File: src/rtl/video_bus_arbiter.sv
// Three-way arbiter (display channels A/B, CPU) sharing one 16-bit memory read port.
// Optional bus watchdog is compiled in when BUS_TIMEOUT_EN is defined.
module video_bus_arbiter #(
    parameter int unsigned ADDR_W         = 22,
    parameter int unsigned CPU_MAX_WAIT   = 4,
    parameter int unsigned TIMEOUT_CYCLES = 64
) (
    input  logic              clk,
    input  logic              reset,
    input  logic [ADDR_W-1:0] a_address,
    input  logic              a_as,
    output logic              a_ack,
    input  logic [ADDR_W-1:0] b_address,
    input  logic              b_as,
    output logic              b_ack,
    input  logic [ADDR_W-1:0] cpu_address,
    input  logic              cpu_as,
    output logic              cpu_ack,
    output logic [15:0]       dout,
    output logic [ADDR_W-1:0] mem_address,
    output logic              mem_as,
    input  logic [15:0]       mem_din,
    input  logic              mem_ack,
    output logic [1:0]        grant,
    output logic              timeout_err
);

    typedef enum logic [1:0] {
        ST_IDLE    = 2'd0,
        ST_BUSY    = 2'd1,
        ST_RELEASE = 2'd2
    } state_e;

    localparam logic [1:0]  GNT_NONE = 2'd0;
    localparam logic [1:0]  GNT_A    = 2'd1;
    localparam logic [1:0]  GNT_B    = 2'd2;
    localparam logic [1:0]  GNT_CPU  = 2'd3;
    localparam int unsigned WAIT_W   = (CPU_MAX_WAIT > 0) ? $clog2(CPU_MAX_WAIT + 1) : 1;

    if (TIMEOUT_CYCLES == 0) begin : g_bad_timeout
        $error("TIMEOUT_CYCLES must be nonzero");
    end

    state_e            state_q;
    logic [1:0]        grant_q;
    logic [ADDR_W-1:0] mem_address_q;
    logic              mem_as_q;
    logic              a_ack_q;
    logic              b_ack_q;
    logic              cpu_ack_q;
    logic [15:0]       dout_q;
    logic [WAIT_W-1:0] wait_q;
    logic              rr_b_q;

    logic              cpu_starved_c;
    logic [1:0]        win_c;
    logic [ADDR_W-1:0] win_addr_c;
    logic [2:0]        ack_vec_c;
    logic              cpl_c;
    logic [15:0]       cpl_data_c;

    assign cpu_starved_c = (wait_q >= WAIT_W'(CPU_MAX_WAIT));

    // Winner selection: starved CPU, then A/B round-robin, then CPU.
    always_comb begin
        win_c = GNT_NONE;
        if (cpu_as && cpu_starved_c) begin
            win_c = GNT_CPU;
        end else if (a_as && b_as) begin
            win_c = rr_b_q ? GNT_B : GNT_A;
        end else if (a_as) begin
            win_c = GNT_A;
        end else if (b_as) begin
            win_c = GNT_B;
        end else if (cpu_as) begin
            win_c = GNT_CPU;
        end
    end

    always_comb begin
        win_addr_c = cpu_address;
        case (win_c)
            GNT_A:   win_addr_c = a_address;
            GNT_B:   win_addr_c = b_address;
            default: win_addr_c = cpu_address;
        endcase
    end

    always_comb begin
        ack_vec_c = 3'b000;
        case (grant_q)
            GNT_A:   ack_vec_c = 3'b100;
            GNT_B:   ack_vec_c = 3'b010;
            GNT_CPU: ack_vec_c = 3'b001;
            default: ack_vec_c = 3'b000;
        endcase
    end

`ifdef BUS_TIMEOUT_EN
    localparam int unsigned TMO_W = $clog2(TIMEOUT_CYCLES + 1);

    logic [TMO_W-1:0] tmo_q;
    logic             timeout_err_q;
    logic             tmo_hit_c;

    // An access completes on mem_ack, or is aborted with all-ones data once the watchdog expires.
    always_comb begin
        cpl_c      = 1'b0;
        cpl_data_c = mem_din;
        tmo_hit_c  = 1'b0;
        if (state_q == ST_BUSY) begin
            if (mem_ack) begin
                cpl_c = 1'b1;
            end else if (tmo_q == TMO_W'(TIMEOUT_CYCLES)) begin
                cpl_c      = 1'b1;
                tmo_hit_c  = 1'b1;
                cpl_data_c = 16'hFFFF;
            end
        end
    end

    always_ff @(posedge clk) begin
        if (reset) begin
            tmo_q         <= '0;
            timeout_err_q <= 1'b0;
        end else begin
            if (state_q == ST_BUSY && !cpl_c) begin
                tmo_q <= tmo_q + TMO_W'(1);
            end else begin
                tmo_q <= '0;
            end
            if (tmo_hit_c) begin
                timeout_err_q <= 1'b1;
            end
        end
    end

    assign timeout_err = timeout_err_q;
`else
    always_comb begin
        cpl_c      = (state_q == ST_BUSY) && mem_ack;
        cpl_data_c = mem_din;
    end

    assign timeout_err = 1'b0;
`endif

    // Access sequencer: IDLE -> BUSY -> RELEASE -> IDLE.
    always_ff @(posedge clk) begin
        if (reset) begin
            state_q       <= ST_IDLE;
            grant_q       <= GNT_NONE;
            mem_address_q <= '0;
            mem_as_q      <= 1'b0;
            a_ack_q       <= 1'b0;
            b_ack_q       <= 1'b0;
            cpu_ack_q     <= 1'b0;
            dout_q        <= '0;
            wait_q        <= '0;
            rr_b_q        <= 1'b0;
        end else begin
            a_ack_q   <= 1'b0;
            b_ack_q   <= 1'b0;
            cpu_ack_q <= 1'b0;
            if (!cpu_as) begin
                wait_q <= '0;
            end
            case (state_q)
                ST_IDLE: begin
                    if (win_c != GNT_NONE) begin
                        grant_q       <= win_c;
                        mem_address_q <= win_addr_c;
                        mem_as_q      <= 1'b1;
                        state_q       <= ST_BUSY;
                        if (win_c == GNT_CPU) begin
                            wait_q <= '0;
                        end else begin
                            rr_b_q <= (win_c == GNT_A);
                            if (cpu_as && !cpu_starved_c) begin
                                wait_q <= wait_q + WAIT_W'(1);
                            end
                        end
                    end
                end
                ST_BUSY: begin
                    if (cpl_c) begin
                        dout_q                           <= cpl_data_c;
                        {a_ack_q, b_ack_q, cpu_ack_q}    <= ack_vec_c;
                        mem_as_q                         <= 1'b0;
                        state_q                          <= ST_RELEASE;
                    end
                end
                ST_RELEASE: begin
                    grant_q <= GNT_NONE;
                    state_q <= ST_IDLE;
                end
                default: begin
                    state_q <= ST_IDLE;
                end
            endcase
        end
    end

    assign a_ack       = a_ack_q;
    assign b_ack       = b_ack_q;
    assign cpu_ack     = cpu_ack_q;
    assign dout        = dout_q;
    assign mem_address = mem_address_q;
    assign mem_as      = mem_as_q;
    assign grant       = grant_q;

endmodule

File: config.mk
export PLATFORM = sky130hd
export DESIGN_NAME = video_bus_arbiter
export DESIGN_NICKNAME = d
export VERILOG_FILES = /design/src/rtl/video_bus_arbiter.sv
export SDC_FILE = /design/constraint.sdc
export NUM_CORES = 1
export LEC_CHECK = 0
export CAP_MARGIN = 20
export CELL_PAD_IN_SITES_DETAIL_PLACEMENT = 0
export CELL_PAD_IN_SITES_GLOBAL_PLACEMENT = 1
export CORE_MARGIN = 4
export CORE_UTILIZATION = 26
export CTS_CLUSTER_DIAMETER = 50
export DETAILED_ROUTE_END_ITERATION = 10
export PLACE_DENSITY = 0.81
export REMOVE_ABC_BUFFERS = 1
export SYNTH_ARGS = -nofsm -noshare
export SYNTH_HDL_FRONTEND = slang
export SYNTH_SLANG_ARGS = --single-unit
export TNS_END_PERCENT = 5
File: constraint.sdc
create_clock -name clk -period 2.6 [get_ports clk]
set_clock_uncertainty 0.15 [all_clocks]
set_input_delay 0.52 -clock clk [delete_from_list [all_inputs] [get_ports clk]]
set_output_delay 0.52 -clock clk [all_outputs]
set_load 0.01 [all_outputs]
==> results by group <==
Global routing
  • Vias in the first global route: approximately 2.3k
  • Largest net degree at the start of global routing: 37
  • Initial antenna violation count: 0
  • Total track usage: around an eighth
  • Global route overflow: 0
  • Global-route wire length before repair: around 11000 µm

Cells and area
  • Area growth syn-to-layout: 77.6%
  • Nets: around 500
  • Fillers: slightly above 800
  • Seq. cell area: around 1000 µm²
  • Share of cells above drive strength 1: under 10%
  • Area of the multi-input gates: 1110 µm²
  • Util after Layout: a little under half
  • N_diodes: 0

Timing
  • # setup viols final: 0
  • Part of the cycle the worst path needs: 93.5%
  • RSZ-0062 raised after global routing: no
  • Tmin final: ~2400 ps
  • Final hold vios: 0
  • Top achievable clock speed: 412 MHz
  • Slew headroom: approximately 64%
  • Worst Tran Pin Value: about 530 ps
  • Fin. max-slew vios: 0

Detailed routing
  • DR top layer: met4
  • Per-cell routed wire length: 13.3 µm
  • Vias/cell: roughly 4.6
  • Antenna-violating nets left: 0
  • Met1 wire length: roughly 2900 µm
  • First drt pass iteration count: 4
  • WL met2: between 2000 and 3000 µm
  • Vias post-DR: 2325
  • Routed WL: ~6700 µm
  • DR WL met3: 753 µm
  • Residual DRC: 0
  • DR iter-0 viols: 28

Run
  • Max Cap Viol: 0

Clock network
  • Resized cells post-CTS: 0
  • Post-CTS Hold Buffers: 0
  • Cts bufs inserted: 5
  • Worst-Skew Late Latency: around 300 ps
  • Post-CTS setup buffer count: 0
  • Clk slew on worst S/H paths: 90 ps
  • CTS tree: yes
  • H-tree Lvls: 2
  • Root buf cell: clkbuf_8
  • Clock sinks: 50
  • Clk buf depth: 2

Synthesis
  • Sequential area share after synthesis: between 40 and 50%
  • Top cells by count, synth: nand2_1 (59), dfxtp_1 (50), a22oi_1 (24)
  • Library cells used by synthesis: 34
  • Post-Syn Instances: 260
  • Flops & latches, synth: 50
  • Yosys warning count: 0
  • Ys async rst share: 0%
  • Area leader, netlist: dfxtp_1
  • Most common cell in the synthesized netlist: nand2_1
  • Synthesized cell area: between 2000 and 2500 µm²
  • Yosys top cell area share: between 40% and 50%
  • Top_reg_cell synth: dfxtp_1
  • EDFF count, synth: 0
  • Avg Synthesized Cell Area: roughly 8.5 µm²
  • Top post-synthesis cells by area: dfxtp_1 (46%), nand2_1 (10%), a22o_1 (8.8%)

Place
  • IO Port Bufs: 131
  • HPWL after DPL: approximately 5200 µm
  • GPL Wtd Cong: 0.820

Floorplanning
  • Core box area: slightly above 8000 µm²
  • I/O Pins: between 100 and 150
  • Horiz. Die Dim: ~100 µm
  • Initial Util: between 20% and 30%
  • Site Rows: 33
  • Die Area: about 10000 µm²
  • Die Span Y: around 100 µm

Power and ir drop
  • PD cells: roughly 540 nW/µm²
  • Total power: 2.09 mW
  • Peak VDD IR: ~0.00020 V
  • Pleak: between 1 and 1.5 nW

Setup path
  • Startpoint types: primary input
  • CP required: about 2700 ps
  • Crit path max fanout: 5
  • Worst Path Class, Setup: in2reg
  • Crit. End Element: register
  • Arrival time at the worst endpoint: ~2500 ps

Hold path
  • Hold Crit Class: reg2reg

Run status
  • Status: finished clean
[path summary, 6_finish.rpt]
kind | cells past startpoint | from | endpoint | slack (ps)
max | 9 | b_as | wait_q[1] | 170
min | 2 | dout[4] | dout[4] | 310
max reg2reg | 8 | wait_q[2] | wait_q[1] | 560
min reg2reg | 2 | dout[4] | dout[4] | 310
[critical path: stages]
cell and delay (ps):
clkdlybuf4s50_1 540, a22oi_1 120, nand2_1 90, inv_1 60, ha_1 210, buf_4 140
or3_4 350, or3_1 360, a21oi_1 140
[metrics by stage]
stage	hold slack [ps]	instances	setup slack, ps	instance area, µm²	setup TNS [ps]
after floorplan	286	238	227	2110	0
after global placement	291	494	-179	3750	-3990
after detailed placement	299	494	-256	3750	-5560
after CTS	312	502	65.6	3890	0
after global routing	329	502	15.4	3900	0
final	309	502	170	3900	0
[layer usage]
| metal | vias to the layer above | global-route usage, % |
|---|---|---|
| li1 | 1201 | - |
| met1 | 1012 | 15.8 |
| met2 | 104 | 21.6 |
| met3 | 8 | 5.28 |
| met4 | 0 | 3.78 |
| met5 | - | 0 |
[kinds of logic (layout without fill, tap and decap cells)]
group / Yosys count / in the layout / share of synthesized area (%)
simple gates: 83 / 83 / 17.3
other cells: 1 / 1 / 0.171
buf+inv: 25 / 162 / 4.72
mux: 1 / 1 / 0.455
fa+ha+maj: 4 / 4 / 2.28
flops: 50 / 50 / 45.5
compound gates: 96 / 96 / 29.5
[area by class of cell]
type / instances / share of cell area, %
Clock buffer: 6 / 2.12
Clock inverter: 2 / 1.54
Inverter: 3 / 0.288
Multi-Input combinational cell: 185 / 28.3
Sequential cell: 50 / 25.6
Tap cell: 105 / 3.37
Timing Repair Buffer: 151 / 38.7
[flip-flops by register name, indices dropped and copies added, names as in the netlist]
signal	cells
rr_b_q	1
b_ack	1
mem_as	1
a_ack	1
dout	16
state_q	2
cpu_ack	1
mem_address	22
grant	2
wait_q	3
[cells in the final DEF, fill, tap and decap left out, drive strengths merged, types with 2 or more instances in the layout]
cell / count
inv: 3
nor2: 5
nor4b: 2
dfxtp: 50
a22oi: 24
nand2: 59
buf: 20
a22o: 22
nor3: 2
a2111oi: 2
a21oi: 20
nand2b: 4
nor3b: 3
ha: 4
clkdlybuf4s50: 131
or3: 3
o21ai: 22
clkbuf: 6
bufinv: 2
o21bai: 2
[where the power goes]
| part | internal (mW) | leakage (nW) | switching, mW | total, mW |
|---|---|---|---|---|
| clock | 0.410 | 0.0714 | 0.244 | 0.654 |
| combinational | 0.340 | 0.997 | 0.233 | 0.573 |
| sequential | 0.824 | 0.409 | 0.0384 | 0.863 |
Power figures use the tool's default switching activity.
